`config.mk`:
```
export PLATFORM = sky130hd
export DESIGN_NAME = uc_atende_fila
export DESIGN_NICKNAME = d
export VERILOG_FILES = /design/src/rtl/uc_atende_fila.sv
export SDC_FILE = /design/constraint.sdc
export NUM_CORES = 1
export LEC_CHECK = 0
export CAP_MARGIN = 10
export CORE_MARGIN = 2
export CORE_UTILIZATION = 52
export CTS_CLUSTER_DIAMETER = 60
export DETAILED_ROUTE_END_ITERATION = 10
export PLACE_DENSITY = 0.78
export SLEW_MARGIN = 20
export SYNTH_ARGS = -nofsm -noshare
export SYNTH_HDL_FRONTEND = slang
export SYNTH_SLANG_ARGS = --single-unit
```
`constraint.sdc`:
```
create_clock -name clock -period 1.9 [get_ports clock]
set_input_delay 0.38 -clock clock [delete_from_list [all_inputs] [get_ports clock]]
set_output_delay 0.38 -clock clock [all_outputs]
set_load 0.005 [all_outputs]
```
`src/rtl/uc_atende_fila.sv`:
```
// uc_atende_fila: lift service controller. It walks the car one floor at a time toward the
//   top entry of the request RAM and re-reads that entry after each floor. At the target it
//   opens the door, then pops the entry.
// Latency: each floor moved costs T_ANDAR+3 cycles. When the car is already at the target,
//   pop follows the top read after T_PORTA+3 cycles.
// Backpressure: the unit holds in LE_TOPO while the queue is empty or the insertion unit is
//   busy, and holds in ESPERA_REMOVE while insertion is busy. pop never overlaps an insertion.
// Ports:
//   clock, reset                 rising-edge clock; synchronous active-low reset
//   iniciar                      level enable, sampled only in OCIOSO / LE_TOPO
//   fila_vazia, andar_alvo       request-queue status and the floor in its top entry
//   ocupado_insercao             insertion unit is modifying the RAM
//   andar_atual                  registered car floor
//   sobe, desce, porta_aberta    motor up/down and door drive
//   pop, chegou, erro            one-cycle pulses: remove top, arrived, bad target dropped
//   Eatual_db                    current state code
module uc_atende_fila #(
  parameter int W_ANDAR   = 4,
  parameter int N_ANDARES = 8,
  parameter int T_ANDAR   = 50,
  parameter int T_PORTA   = 100
) (
  input  logic               clock,
  input  logic               reset,
  input  logic               iniciar,
  input  logic               fila_vazia,
  input  logic [W_ANDAR-1:0] andar_alvo,
  input  logic               ocupado_insercao,
  output logic [W_ANDAR-1:0] andar_atual,
  output logic               sobe,
  output logic               desce,
  output logic               porta_aberta,
  output logic               pop,
  output logic               chegou,
  output logic               erro,
  output logic [3:0]         Eatual_db
);

  typedef enum logic [3:0] {
    OCIOSO        = 4'd0,
    LE_TOPO       = 4'd1,
    COMPARA       = 4'd2,
    SOBE          = 4'd3,
    DESCE         = 4'd4,
    ATUALIZA      = 4'd5,
    PORTA         = 4'd6,
    ESPERA_REMOVE = 4'd7,
    POP           = 4'd8,
    DESCARTA      = 4'd9
  } estado_t;

  localparam int T_MAX = (T_ANDAR > T_PORTA) ? T_ANDAR : T_PORTA;
  localparam int TW    = $clog2(T_MAX) + 1;
  localparam int WL    = W_ANDAR + 1;
  localparam logic [TW-1:0] FIM_ANDAR = TW'(T_ANDAR - 1);
  localparam logic [TW-1:0] FIM_PORTA = TW'(T_PORTA - 1);
  // One extra bit so that N_ANDARES == 2**W_ANDAR still compares correctly.
  localparam logic [WL-1:0] LIMITE    = WL'(N_ANDARES);

  estado_t            estado, prox;
  logic [TW-1:0]      timer;
  logic [W_ANDAR-1:0] alvo;
  logic               subindo;   // direction of the last move, consumed by ATUALIZA
  logic               conta;
  logic               le_valido;

  assign conta     = (estado == SOBE) || (estado == DESCE) || (estado == PORTA);
  assign le_valido = iniciar && !fila_vazia && !ocupado_insercao;

  always_ff @(posedge clock) begin
    if (!reset) begin
      estado      <= OCIOSO;
      andar_atual <= '0;
      timer       <= '0;
      alvo        <= '0;
      subindo     <= 1'b0;
    end else begin
      estado <= prox;
      // The timer restarts on every state entry and only advances in the timed states.
      timer  <= (conta && (prox == estado)) ? timer + TW'(1) : '0;
      if ((estado == LE_TOPO) && le_valido)
        alvo <= andar_alvo;
      if (estado == SOBE)
        subindo <= 1'b1;
      else if (estado == DESCE)
        subindo <= 1'b0;
      if (estado == ATUALIZA)
        andar_atual <= subindo ? andar_atual + W_ANDAR'(1) : andar_atual - W_ANDAR'(1);
    end
  end

  always_comb begin
    prox         = estado;
    sobe         = 1'b0;
    desce        = 1'b0;
    porta_aberta = 1'b0;
    pop          = 1'b0;
    chegou       = 1'b0;
    erro         = 1'b0;
    Eatual_db    = estado;
    case (estado)
      OCIOSO: begin
        if (iniciar) prox = LE_TOPO;
      end
      LE_TOPO: begin
        if (!iniciar)
          prox = OCIOSO;
        else if (le_valido)
          prox = ({1'b0, andar_alvo} >= LIMITE) ? DESCARTA : COMPARA;
      end
      COMPARA: begin
        if (alvo == andar_atual) begin
          chegou = 1'b1;
          prox   = PORTA;
        end else if (alvo > andar_atual) begin
          prox = SOBE;
        end else begin
          prox = DESCE;
        end
      end
      SOBE: begin
        sobe = 1'b1;
        if (timer == FIM_ANDAR) prox = ATUALIZA;
      end
      DESCE: begin
        desce = 1'b1;
        if (timer == FIM_ANDAR) prox = ATUALIZA;
      end
      ATUALIZA: begin
        prox = LE_TOPO;
      end
      PORTA: begin
        porta_aberta = 1'b1;
        if (timer == FIM_PORTA) prox = ESPERA_REMOVE;
      end
      ESPERA_REMOVE: begin
        if (!ocupado_insercao) prox = POP;
      end
      POP: begin
        pop  = 1'b1;
        prox = LE_TOPO;
      end
      DESCARTA: begin
        erro = 1'b1;
        prox = ESPERA_REMOVE;
      end
      default: prox = OCIOSO;
    endcase
  end

endmodule

```
==> results of run 1 <==
-- what timing repair did --
| action | 4_1_cts | 5_1_grt |
|---|---|---|
| cloned | 0 | 0 |
| buffers inserted | 8 | 2 |
| hold endpoints to repair | 0 | 0 |
| gates resized for setup | 30 | 9 |
| pin swaps | 9 | 7 |
| setup endpoints to repair | 13 | 9 |
-- state kept, by name (all words and copies together) (netlist names) --
signal       flops
timer            8
alvo             4
andar_atual      4
Eatual_db        4
subindo          1
-- worst paths after layout --
check | startpoint | end | cells after the start
max | Eatual_db[1]$_SDFF_PN0_ | timer[2]$_SDFF_PN0_ | 7
max reg2reg | Eatual_db[1]$_SDFF_PN0_ | timer[2]$_SDFF_PN0_ | 7
min reg2reg | alvo[0]$_SDFFE_PN0P_ | alvo[0]$_SDFFE_PN0P_ | 2
min | alvo[0]$_SDFFE_PN0P_ | alvo[0]$_SDFFE_PN0P_ | 2
-- cell families (layout without fill, tap and decap cells) --
logic type,Yosys count,in the layout
AOI/OAI and AO/OA,28,28
xor gates and xnor gates,9,9
adders and majority gates,9,9
buffers and inverters,18,67
DFF,21,21
muxes,5,5
and+or+nand+nor,70,70
-- power by group through the flow --
stage / registers [W] / logic [W] / clock network [W]
after CTS: 0.000448 / 0.000119 / 0.000223
after floorplan: 0.000459 / 0.0000544 / 0
after detailed placement: 0.000462 / 0.000100 / 0
final: 0.000448 / 0.000130 / 0.000227
after global placement: 0.000461 / 0.0000950 / 0
after global routing: 0.000449 / 0.000138 / 0.000241
-- layout make-up --
type | instances | area, um^2 | area share
clock buffers | 3 | 22.5 | 0.0116
well taps | 30 | 37.5 | 0.0193
repair buffers | 51 | 450 | 0.231
flip-flops and latches | 21 | 434 | 0.223
multi-input cells | 121 | 955 | 0.490
inverters | 12 | 45.0 | 0.0231
clock inverters | 1 | 5.00 | 0.00257
-- through the flow --
| step | util | area (um^2) |
|---|---|---|
| after global routing | 0.787 | 1950 |
| after global placement | 0.692 | 1720 |
| after detailed placement | 0.692 | 1720 |
| final | 0.787 | 1950 |
| after floorplan | - | 1370 |
| after CTS | 0.764 | 1890 |
-- cells in the final DEF, fill, tap and decap left out, types with 3 or more instances in the layout --
cell type / instances
buf_4: 25
clkdlybuf4s50_1: 16
nor2_1: 15
dfxtp_1: 14
nor3_1: 11
inv_1: 10
nand2_1: 9
xnor2_1: 7
dfxtp_2: 5
nand3_1: 5
mux2i_1: 5
ha_1: 5
dlygate4sd2_1: 5
nand2b_1: 4
nor3_2: 3
nor4_1: 3
a21o_1: 3
nor2b_1: 3
o21ai_0: 3
ha_4: 3
clkbuf_4: 3
buf_6: 3
-- metal layers --
metal | GRT usage | vias to the layer above
met4 | 0.132 | 0
met2 | 0.461 | 75
met3 | 0.0304 | 17
li1 | - | 669
met1 | 0.330 | 683
met5 | 0 | -
-- critical path: stages, from the launching register on --
cell,delay (ps)
dfxtp_1,410
buf_4,200
nor3_1,70
buf_4,150
a21o_1,200
o21bai_1,370
a31oi_4,210
nor3_1,210
==> metrics, run 1 <==
Synth cell types 48; synth top area cells dfxtp_1 (31%), ha_1 (7.3%), nor3_1 (5.1%); xor/xnor share of the synthesized area 0.0576; Yosys warnings 0; sequential area share after synthesis 0.307; DPL Wire Length 2690 um; RSZ-0062 raised after global routing yes; Port Buffers 22; mux cell area share after synthesis 0.0366; FILL cells 166; Die W 55.3 um; Reg power frac 0.556; outcome completed; DRT Pass-1 Iters 4; Num CTS Buffers 3; Die H 55.3 um; crit path launch type flip-flop; latest clock arrival within the worst-skew pair 320 ps; first-pass GRT wire length 6650 um; final setup vio count 0; Clock Skew 11.5 ps; count leader, synth dfxtp_1; Commonest cells post-synth dfxtp_1 (21), nor2_1 (17), nor3_1 (14), inv_1 (12), nand2_1 (9); CTS sink cnt 21; ys async rst share 0; layout cell share with drive strength beyond 1 0.311; sw power 0.000214 W; Die ar. 3060 um^2; Clock Path Buffers 2; Tcrit/Tclk final 1.00; mean number of vias per cell 6.04; Power per Cell Area 413 nW/um^2; fin cells 239; I/O Pins 23; routed wire length 3900 um; Clock power frac 0.282; Adder-Cell Fraction of Synth Area 0.0878; pin count of the biggest net entering global routing 13; worst vdd ir 0.000397 V; antenna-violating nets left 0; core area 2480 um^2; clock-pin slew on the worst setup and hold paths 130 ps; # rows 18; Synth Cell Area 1370 um^2; Worst Tran Pin Value 414 ps; Layout Area Growth over Synthesis 42.5%; simple-gate share of the synthesized area 0.277; Total Negative Setup Slacks 0 ps; Diodes inserted 0; Sw Ratio 0.265; minimum clock period 1900 ps; met2 WL 2010 um; Post-Syn Instances 160; final net count 228; synthesized net count 178; Synth Area in Compound Gates 0.162; DRC 0; final RePlAce weighted congestion 0.905; Synth top area share 0.307; TritonCTS clock tree yes; R2R Setup Slk 0.9 ps; DP Worst Slack -224 ps; Final Worst Setup Slack 0.939 ps; vias in the first global route 1468; CTS root buf clkbuf_4; top sig layer met4; Post-CTS Hold Buffers 0; DR WL met3 249 um; crit path max fanout 9; proportion of power drawn by combinational gates 0.162; CP Class flip-flop to flip-flop; element type at the critical path end flip-flop; largest family of logic cells by synthesized area simple AND/OR/NAND/NOR gates; Hold Vio Cnt, Final 0; Req. time, crit path 2140 ps; Pint 0.000591 W; initial antenna violation count 0; Vias 1444; Starting DRT DRC Count 88; EDFF count, synth 0; total congestion overflow 0; Mapped Avg Cell Area 8.55 um^2; H-tree depth 1; #FFs+latches synth 21; worst min-delay path category flip-flop to flip-flop; fmax 527 MHz; worst hold slack 515 ps; WL/cell 16.3 um; Placed Cells 225; M1 WL 1520 um; top_reg_cell synth dfxtp_1; Max-Cap Viols 0; initial core utilization 0.552; gr usage total 0.268; fin. max-slew vios 0; CP arrival 2140 ps; Synth area leader dfxtp_1; relative slew slack 0.722; Power, Total 0.000805 W; Static Leak 0.775 nW
Note: power is estimated with default switching activity, not from simulation.
==> run 2, diff against run 1 <==
--- a/config.mk
+++ b/config.mk
@@ -5,12 +5,13 @@
 export SDC_FILE = /design/constraint.sdc
 export NUM_CORES = 1
 export LEC_CHECK = 0
-export CAP_MARGIN = 10
+export CAP_MARGIN = 20
 export CORE_MARGIN = 2
 export CORE_UTILIZATION = 52
 export CTS_CLUSTER_DIAMETER = 60
 export DETAILED_ROUTE_END_ITERATION = 10
 export PLACE_DENSITY = 0.78
+export SKIP_CTS_REPAIR_TIMING = 1
 export SLEW_MARGIN = 20
 export SYNTH_ARGS = -nofsm -noshare
 export SYNTH_HDL_FRONTEND = slang
==> run 2 against run 1 <==
Effect of this change: clock skew down 1.3 ps; first-iteration DRC count shrank 11%; total power down 0.63%; register-to-register slack improved by 40 ps; core utilization down 0.96 points; via count down 2.1%; sequential cell count unchanged; combinational power is essentially flat; sequential power about the same; worst hold slack got worse by 9.9 ps.
==> metrics, run 2 (synthesized netlist as in run 1, its figures left out) <==
outcome completed; fin. max-slew vios 0; crit path max fanout 2; Die ar. 3060 um^2; Clock power frac 0.279; Tcrit/Tclk final 0.976; total congestion overflow 0; Static Leak 0.849 nW; TritonCTS clock tree yes; Port Buffers 22; WL/cell 16.2 um; # rows 18; CP Class flip-flop to output pin; mean number of vias per cell 5.97; CTS sink cnt 21; Largest Register timer; antenna-violating nets left 0; final net count 226; RSZ-0062 raised after global routing yes; fin cells 237; vias in the first global route 1364; Num CTS Buffers 3; gr usage total 0.236; Total Negative Setup Slacks 0 ps; Clock Path Buffers 2; Req. time, crit path 1520 ps; Worst Tran Pin Value 404 ps; relative slew slack 0.730; Placed Cells 225; Vias 1414; final setup vio count 0; Diodes inserted 0; DPL Wire Length 2690 um; Hold Vio Cnt, Final 0; routed wire length 3840 um; initial antenna violation count 0; DRC 0; Power per Cell Area 415 nW/um^2; Largest register FFs 8; leading cell type in the layout, fill and taps excluded buf_4; Reg power frac 0.561; FILL cells 170; DRT Pass-1 Iters 4; Max-Cap Viols 0; sw power 0.000211 W; Sw Ratio 0.264; proportion of power drawn by combinational gates 0.160; clock-pin slew on the worst setup and hold paths 130 ps; Die H 55.3 um; Die W 55.3 um; final RePlAce weighted congestion 0.905; crit path launch type flip-flop; initial core utilization 0.552; latest clock arrival within the worst-skew pair 310 ps; minimum clock period 1850 ps; H-tree depth 1; CP arrival 1470 ps; Pint 0.000589 W; pin count of the biggest net entering global routing 14; Starting DRT DRC Count 78; worst min-delay path category flip-flop to flip-flop; Clock Skew 10.2 ps; I/O Pins 23; core area 2480 um^2; worst vdd ir 0.000398 V; CTS root buf clkbuf_4; Final Util 0.777; layout cell share with drive strength beyond 1 0.275; fmax 539 MHz; first-pass GRT wire length 5940 um; commonest cells after routing, fill and taps aside buf_4 (24), dfxtp_1 (17), clkdlybuf4s50_1 (16); element type at the critical path end output pin; Layout Area Growth over Synthesis 40.8%
run 2: path summary, 6_finish.rpt:
path	from	cells after the start	end	slack [ps]
max reg2reg	Eatual_db[0]$_SDFF_PN0_	7	timer[2]$_SDFF_PN0_	50
min reg2reg	alvo[3]$_SDFFE_PN0P_	2	alvo[3]$_SDFFE_PN0P_	510
max	andar_atual[1]$_SDFFE_PN0P_	5	chegou	50
min	alvo[3]$_SDFFE_PN0P_	2	alvo[3]$_SDFFE_PN0P_	510
run 2: stage by stage:
| step | setup slack, ps | power [W] | area, um^2 | hold slack, ps |
|---|---|---|---|---|
| after floorplan | 272 | 0.000513 | 1370 | 451 |
| after global placement | -155 | 0.000556 | 1720 | 472 |
| after detailed placement | -224 | 0.000562 | 1720 | 471 |
| after CTS | -437 | 0.000775 | 1740 | 496 |
| after global routing | -57.3 | 0.000824 | 1930 | 529 |
| final | 45.1 | 0.000800 | 1930 | 505 |
run 2: routing by layer:
metal,up-vias,wire [um],global-route usage
met3,6,211,0.0304
met5,-,0,0
met2,66,2010,0.412
met1,679,1580,0.299
li1,663,-,-
met4,0,38,0.0767
run 2: power by group through the flow:
stage	Combinational, W	Clock, W	Sequential, W
after detailed placement	0.000100	0	0.000462
after CTS	0.000101	0.000223	0.000452
final	0.000128	0.000223	0.000448
after floorplan	0.0000544	0	0.000459
after global routing	0.000136	0.000239	0.000449
after global placement	0.0000950	0	0.000461
run 2: critical path, stage by stage, from the launching register on:
cell            delay (ps)
dfxtp_1                360
inv_1                   50
ha_1                   290
nand4_1                150
nor4_2                 160
dlymetal6s2s_1         160
run 2: cell type report:
class	instances	area, um^2	share of cell area
clock buffer	3	22.5	0.0117
clock inverter	1	5.00	0.00260
inverter	12	45.0	0.0234
multi-input combinational	121	933	0.485
sequential	21	430	0.224
tap	30	37.5	0.0195
timing repair buffer	49	452	0.235
==> run 3, diff against run 2 <==
--- a/config.mk
+++ b/config.mk
@@ -10,6 +10,7 @@
 export CORE_UTILIZATION = 52
 export CTS_CLUSTER_DIAMETER = 60
 export DETAILED_ROUTE_END_ITERATION = 10
+export HOLD_SLACK_MARGIN = 0.05
 export PLACE_DENSITY = 0.78
 export SKIP_CTS_REPAIR_TIMING = 1
 export SLEW_MARGIN = 20
==> results of run 3 <==
The final DEF is identical to that of run 2; final timing and power are the same.
